`config.mk`:
```
export PLATFORM = sky130hd
export DESIGN_NAME = bcd_countdown_7seg
export DESIGN_NICKNAME = d
export VERILOG_FILES = /design/src/rtl/bcd_countdown_pkg.sv /design/src/rtl/bcd_to_7seg.sv /design/src/rtl/bcd_countdown_7seg.sv
export SDC_FILE = /design/constraint.sdc
export NUM_CORES = 1
export LEC_CHECK = 0
export BUFFER_PORTS_ARGS = -buffer_cell sky130_fd_sc_hd__buf_2
export CORE_ASPECT_RATIO = 0.7
export CORE_MARGIN = 2
export CORE_UTILIZATION = 59
export CTS_CLUSTER_SIZE = 25
export DETAILED_ROUTE_END_ITERATION = 6
export GPL_TIMING_DRIVEN = 0
export PLACE_DENSITY = 0.87
export SLEW_MARGIN = 20
export SYNTH_ARGS = -nofsm -noshare
export SYNTH_HDL_FRONTEND = slang
export SYNTH_SLANG_ARGS = --single-unit
```
`constraint.sdc`:
```
create_clock -name clk -period 3.3 [get_ports clk]
set_input_delay 0.66 -clock clk [delete_from_list [all_inputs] [get_ports clk]]
set_output_delay 0.66 -clock clk [all_outputs]
set_load 0.01 [all_outputs]
```
`src/rtl/bcd_countdown_pkg.sv`:
```
`default_nettype none
// ============================================================================
// Module      : bcd_countdown_pkg
// Description : Shared types and constants for the two-digit BCD countdown
//               timer and its seven-segment display path.
// Revision    : 1.0 - initial release
// ============================================================================
package bcd_countdown_pkg;

  typedef enum logic [1:0] {
    IDLE = 2'd0,
    RUN  = 2'd1,
    DONE = 2'd2
  } state_t;

  localparam logic [3:0] BCD_MAX   = 4'd9;
  localparam logic [6:0] SEG_BLANK = 7'b1111111;
  localparam logic [1:0] DIG_UNITS = 2'b10;
  localparam logic [1:0] DIG_TENS  = 2'b01;

  // Saturate a raw nibble to the largest legal BCD digit
  function automatic logic [3:0] bcd_clamp(input logic [3:0] d);
    return (d > BCD_MAX) ? BCD_MAX : d;
  endfunction

endpackage
`default_nettype wire

```
`src/rtl/bcd_to_7seg.sv`:
```
`default_nettype none
// ============================================================================
// Module      : bcd_to_7seg
// Description : Combinational 4-bit BCD to active-low seven-segment decoder
//               (bit0 = a ... bit6 = g). Non-BCD codes blank the digit.
// Revision    : 1.0 - initial release
// ============================================================================
module bcd_to_7seg
  import bcd_countdown_pkg::*;
(
  input  logic [3:0] bcd,
  output logic [6:0] seg
);

  // Segment lookup, gfedcba ordering, low = lit
  always_comb begin
    seg = SEG_BLANK;
    case (bcd)
      4'd0: seg = 7'b1000000;
      4'd1: seg = 7'b1111001;
      4'd2: seg = 7'b0100100;
      4'd3: seg = 7'b0110000;
      4'd4: seg = 7'b0011001;
      4'd5: seg = 7'b0010010;
      4'd6: seg = 7'b0000010;
      4'd7: seg = 7'b1111000;
      4'd8: seg = 7'b0000000;
      4'd9: seg = 7'b0010000;
      default: seg = SEG_BLANK;
    endcase
  end

endmodule
`default_nettype wire

```
`src/rtl/bcd_countdown_7seg.sv`:
```
`default_nettype none
// ============================================================================
// Module      : bcd_countdown_7seg
// Description : Two-digit BCD down-counter with tick prescaler, terminal-count
//               flags and a multiplexed active-low seven-segment driver.
//               Optional macro COUNTDOWN_WRAP_EN turns it into a periodic
//               timer that reloads the last load value after reaching 00.
// Revision    : 1.0 - initial release
// ============================================================================
module bcd_countdown_7seg
  import bcd_countdown_pkg::*;
#(
  parameter int TICK_DIV = 12000000,
  parameter int SCAN_DIV = 12000
) (
  input  logic       clk,
  input  logic       rst,
  input  logic       load,
  input  logic [7:0] load_val,
  input  logic       en,
  output logic [7:0] count,
  output logic       zero,
  output logic       done,
  output logic [6:0] seg,
  output logic [1:0] dig_sel
);

  localparam int PW = (TICK_DIV > 1) ? $clog2(TICK_DIV) : 1;
  localparam int SW = (SCAN_DIV > 1) ? $clog2(SCAN_DIV) : 1;
  localparam logic [PW-1:0] C_TICK_LAST = PW'(TICK_DIV - 1);
  localparam logic [SW-1:0] C_SCAN_LAST = SW'(SCAN_DIV - 1);

  state_t        r_state;
  state_t        w_state_next;
  logic [PW-1:0] r_presc;
  logic [SW-1:0] r_scan;
  logic          r_digit;        // 0 = units shown, 1 = tens shown
  logic [7:0]    r_count;
  logic [7:0]    w_count_next;
  logic          r_zero;
  logic          r_done;
  logic          w_done_next;
  logic          w_tick;
  logic [7:0]    w_load_clamped;
  logic [7:0]    w_count_dec;
  logic [3:0]    w_digit_bcd;

`ifdef COUNTDOWN_WRAP_EN
  logic [7:0]    r_last_load;
`endif

  assign w_load_clamped = {bcd_clamp(load_val[7:4]), bcd_clamp(load_val[3:0])};
  assign w_tick         = en && (r_state == RUN) && (r_presc == C_TICK_LAST);
  // BCD decrement: borrow from tens when units are already 0
  assign w_count_dec    = (r_count[3:0] == 4'd0) ?
                          {r_count[7:4] - 4'd1, BCD_MAX} :
                          {r_count[7:4], r_count[3:0] - 4'd1};

  // Next-state, next-count and done-pulse decision; load wins over a tick
  always_comb begin
    w_state_next = r_state;
    w_count_next = r_count;
    w_done_next  = 1'b0;
    if (load) begin
      w_count_next = w_load_clamped;
      w_state_next = (w_load_clamped != 8'h00) ? RUN : DONE;
    end else if (w_tick) begin
`ifdef COUNTDOWN_WRAP_EN
      if (r_count == 8'h00) begin
        w_count_next = r_last_load;
      end else begin
        w_count_next = w_count_dec;
        w_done_next  = (w_count_dec == 8'h00);
      end
`else
      w_count_next = w_count_dec;
      if (w_count_dec == 8'h00) begin
        w_state_next = DONE;
        w_done_next  = 1'b1;
      end
`endif
    end
  end

  // FSM state register
  always_ff @(posedge clk or posedge rst) begin
    if (rst) r_state <= IDLE;
    else     r_state <= w_state_next;
  end

  // Count value with registered zero compare and one-cycle done pulse
  always_ff @(posedge clk or posedge rst) begin
    if (rst) begin
      r_count <= 8'h00;
      r_zero  <= 1'b1;
      r_done  <= 1'b0;
    end else begin
      r_count <= w_count_next;
      r_zero  <= (w_count_next == 8'h00);
      r_done  <= w_done_next;
    end
  end

  // Tick prescaler: cleared by load, frozen while en is low or not running
  always_ff @(posedge clk or posedge rst) begin
    if (rst) begin
      r_presc <= '0;
    end else if (load) begin
      r_presc <= '0;
    end else if (en && (r_state == RUN)) begin
      r_presc <= (r_presc == C_TICK_LAST) ? '0 : r_presc + 1'b1;
    end
  end

  // Digit scan timer; flips the displayed digit each time it wraps
  always_ff @(posedge clk or posedge rst) begin
    if (rst) begin
      r_scan  <= '0;
      r_digit <= 1'b0;
    end else if (r_scan == C_SCAN_LAST) begin
      r_scan  <= '0;
      r_digit <= ~r_digit;
    end else begin
      r_scan  <= r_scan + 1'b1;
    end
  end

`ifdef COUNTDOWN_WRAP_EN
  // Remembers the clamped preset so the timer can restart itself
  always_ff @(posedge clk or posedge rst) begin
    if (rst)       r_last_load <= 8'h00;
    else if (load) r_last_load <= w_load_clamped;
  end
`endif

  // Digit mux feeds a single decoder so seg and dig_sel change together
  assign w_digit_bcd = r_digit ? r_count[7:4] : r_count[3:0];
  assign dig_sel     = r_digit ? DIG_TENS : DIG_UNITS;

  bcd_to_7seg u_dec (
    .bcd (w_digit_bcd),
    .seg (seg)
  );

  assign count = r_count;
  assign zero  = r_zero;
  assign done  = r_done;

endmodule
`default_nettype wire

```
==> results_dict.tcl <==
set metrics [dict create \
    outcome "finished clean" \
    area.sequential_um2 1280 \
    cell_with_the_most_instances_after_synthesis "sky130_fd_sc_hd__dfrtp_1" \
    worstPathArrival_ns 3.37 \
    maxUsedRoutingLayer "met4" \
    overflow 0 \
    finish.net_count 387 \
    critPathLaunchType "flop" \
    finalWorstPathRequiredPeriod_ns 3.17 \
    drtPass1Iterations 5 \
    worst_case_clock_skew_ns 0.0107 \
    post_syn_nets 349 \
    comb_power_share_pct 14.5 \
    synth-seq-cells 51 \
    worst_pin_slew_ns 0.878 \
    final_max_slew_viol_count 0 \
    grt_use_total_pct 24.2 \
    power_per_cell_area_nw_per_um2 380 \
    syn_area_um2 2960 \
    nFillCells 368 \
    row_count 21 \
    fin_total_pwr_mw 1.27 \
    antenna_violations_before_repair 0 \
    antenna_violating_nets_post_route 0 \
    crit_required_ns 3.50 \
    synth_largest_area_cell "sky130_fd_sc_hd__dfrtp_1" \
    p_clk_share_pct 33.9 \
    diodes_inserted 0 \
    tritoncts "yes" \
    proportion_of_synthesized_flip_flops_having_asynchronous_set_or_reset_pct 100 \
    grt_start_max_net_pins 36 \
    hold_violations 0 \
    area_growth_syn_to_layout_pct 12.5 \
    detail_route.wirelength.met1_um 3050 \
    cellLeakagePower_nw 1.47 \
    syn-instance-count 327 \
    cts_htree_levels 2 \
    power.internal_uw 930 \
    hp-class "primary input to asynchronous set/reset pin" \
    setup_total_negative_slack_ns 0 \
    clk_pin_slew_ns 0.10 \
    place_area_um2 3220 \
    yosys_most_used_dff "sky130_fd_sc_hd__dfrtp_1" \
    switching_power_uw 337 \
    design_area_um2 3330 \
    clock_path_buffers 2 \
    synth-warning-count 0 \
    cts.sinks 51 \
    die-area_um2 5620 \
    die-height_um 63.3 \
    cts_root_buffer "sky130_fd_sc_hd__clkbuf_8" \
    count_of_flip_flops_with_a_built_in_enable_after_synthesis 0 \
    grt_first_pass_wirelength_um 10700 \
    vdd_ir_drop_max_mv 0.244 \
    gp_routability_congestion 0.932 \
    post-route-period-util_pct 96.0 \
    criticalPathCategory "flop to flop" \
    worst_skew_pair.late_latency_ns 0.31 \
    core_area_um2 4810 \
    via_count 2536 \
    power.share.switching_pct 26.6 \
    first_iter_violations 215 \
    ctsHoldBuffers 0 \
    share_of_final_layout_standard_cells_stronger_than_drive_strength_1_pct 13.4 \
    synth-seq-area-share_pct 43.1 \
    yosys-top-cells-area "sky130_fd_sc_hd__dfrtp_1 (42%), sky130_fd_sc_hd__nor2_1 (5.4%), sky130_fd_sc_hd__xnor2_1 (4.7%)" \
    tritoncts.num_buffers 5 \
    met3RoutedLength_um 468 \
    buffer_ports.inserted 30 \
    count_of_final_setup_violators 0 \
    worstPathMaxFanout 7 \
    detail_route.drc_violations 0 \
    synth_top_area_share_pct 42.2 \
    crit_path_end_kind "flop" \
    detailedPlacementHpwl_um 4670 \
    met2RoutedLength_um 2790 \
    setup_repair_after_global_routing_missed_its_margin "false" \
    post_drt_wl_per_cell_um 14.7 \
    worst_slew_margin_rel_pct 41.3 \
    drt-total-wl_um 6380 \
    finalCoreUtilization_pct 69.3 \
    drv.max_cap_violation_count 0 \
    effective_utilization_at_floorplan_pct 61.6 \
    synthTopCellsByCount "sky130_fd_sc_hd__dfrtp_1 (50), sky130_fd_sc_hd__nor2_1 (43), sky130_fd_sc_hd__nand2_1 (27)" \
    via_per_instance_ratio 5.84 \
    multi_input_comb_area_um2 1590 \
    seq_power_share_pct 51.6 \
    first_global_vias 2319 \
    synthDistinctLibCells 52 \
    max_freq_mhz 316 \
    fin_hold_ws_ns 0.311 \
    synthesis.area_per_instance_um2 9.06 \
    die_width_um 88.7 \
    num_ports 31 \
]
[cell type report]
type	count	share of cell area, %
plain buffers	10	1.28
clock buffers	5	2.06
clock inverters	2	1.13
inverters	16	1.80
multi-input cells	250	47.7
flip-flops and latches	51	38.3
well taps	69	2.59
repair buffers	31	5.10
[final timing paths]
| check | startpoint | to | slack [ns] | cells after the start |
|---|---|---|---|---|
| min in group clk | r_scan[4] | r_scan[4] | 0.48 | 1 |
| max in group asynchronous | rst | zero | 2.42 | 3 |
| max reg2reg | r_presc[0] | zero | 0.13 | 8 |
| max | r_presc[0] | zero | 0.13 | 8 |
| min | rst | r_presc[11] | 0.31 | 2 |
| min reg2reg | r_scan[4] | r_scan[4] | 0.48 | 1 |
[cell families after synthesis]
family,count (synthesis),share of synthesized area (%)
compound gates,59,12.7
xor+xnor,32,9.46
fa+ha+maj,10,4.22
buf+inv,26,3.46
flops,51,43.1
mux,7,2.45
simple gates,142,24.7
[metrics by stage]
| stage | cells | worst slack, ns |
|---|---|---|
| 5_1_grt | 434 | 0.0175 |
| 2_1_floorplan | 327 | 0.640 |
| 3_3_place_gp | 426 | 0.239 |
| 6_report | 434 | 0.133 |
| 3_5_place_dp | 427 | 0.210 |
| 4_1_cts | 434 | 0.151 |
[timing repair]
action / in CTS / in global routing
gates resized for setup: 0 / 1
endpoints found under the setup margin: 0 / 1
hold endpoints to repair: 0 / 0
buffers inserted: 0 / 0
[layout by cell type (no fill, tap or decap), drive strengths merged, types with 13 or more instances in the layout]
master,instances
nand2,27
xor2,16
buf,33
inv,15
clkbuf,13
nor2,43
o21ai,20
nand3,14
dfrtp,50
xnor2,16
[sequential cells by signal, indices dropped and copies added, names as in the netlist]
register / cells
zero: 1
r_scan: 14
count: 8
r_digit: 1
done: 1
r_presc: 24
r_state: 2
[worst max-delay path, cell delays in order (launching register included)]
cell	delay [ns]
sky130_fd_sc_hd__dfrtp_1	0.39
sky130_fd_sc_hd__ha_1	0.24
sky130_fd_sc_hd__nand3_2	0.14
sky130_fd_sc_hd__or3_1	0.40
sky130_fd_sc_hd__buf_2	0.17
sky130_fd_sc_hd__nor3_1	0.53
sky130_fd_sc_hd__mux2_2	0.43
sky130_fd_sc_hd__a2111oi_2	0.41
sky130_fd_sc_hd__nor4bb_2	0.35
[routing by layer]
metal	track usage, %	up-vias
met3	6.42	9
met4	6.06	0
met5	0	-
met1	36.6	1196
met2	34.5	95
li1	-	1236
[power by group through the flow]
stage | Sequential, mW | Clock, mW | Combinational (mW)
CTS | 0.653 | 0.432 | 0.180
global placement | 0.665 | 0 | 0.171
detailed placement | 0.665 | 0 | 0.179
floorplan | 0.666 | 0 | 0.115
finish | 0.654 | 0.430 | 0.183
global route | 0.656 | 0.458 | 0.207
Note: power is estimated with default switching activity, not from simulation.
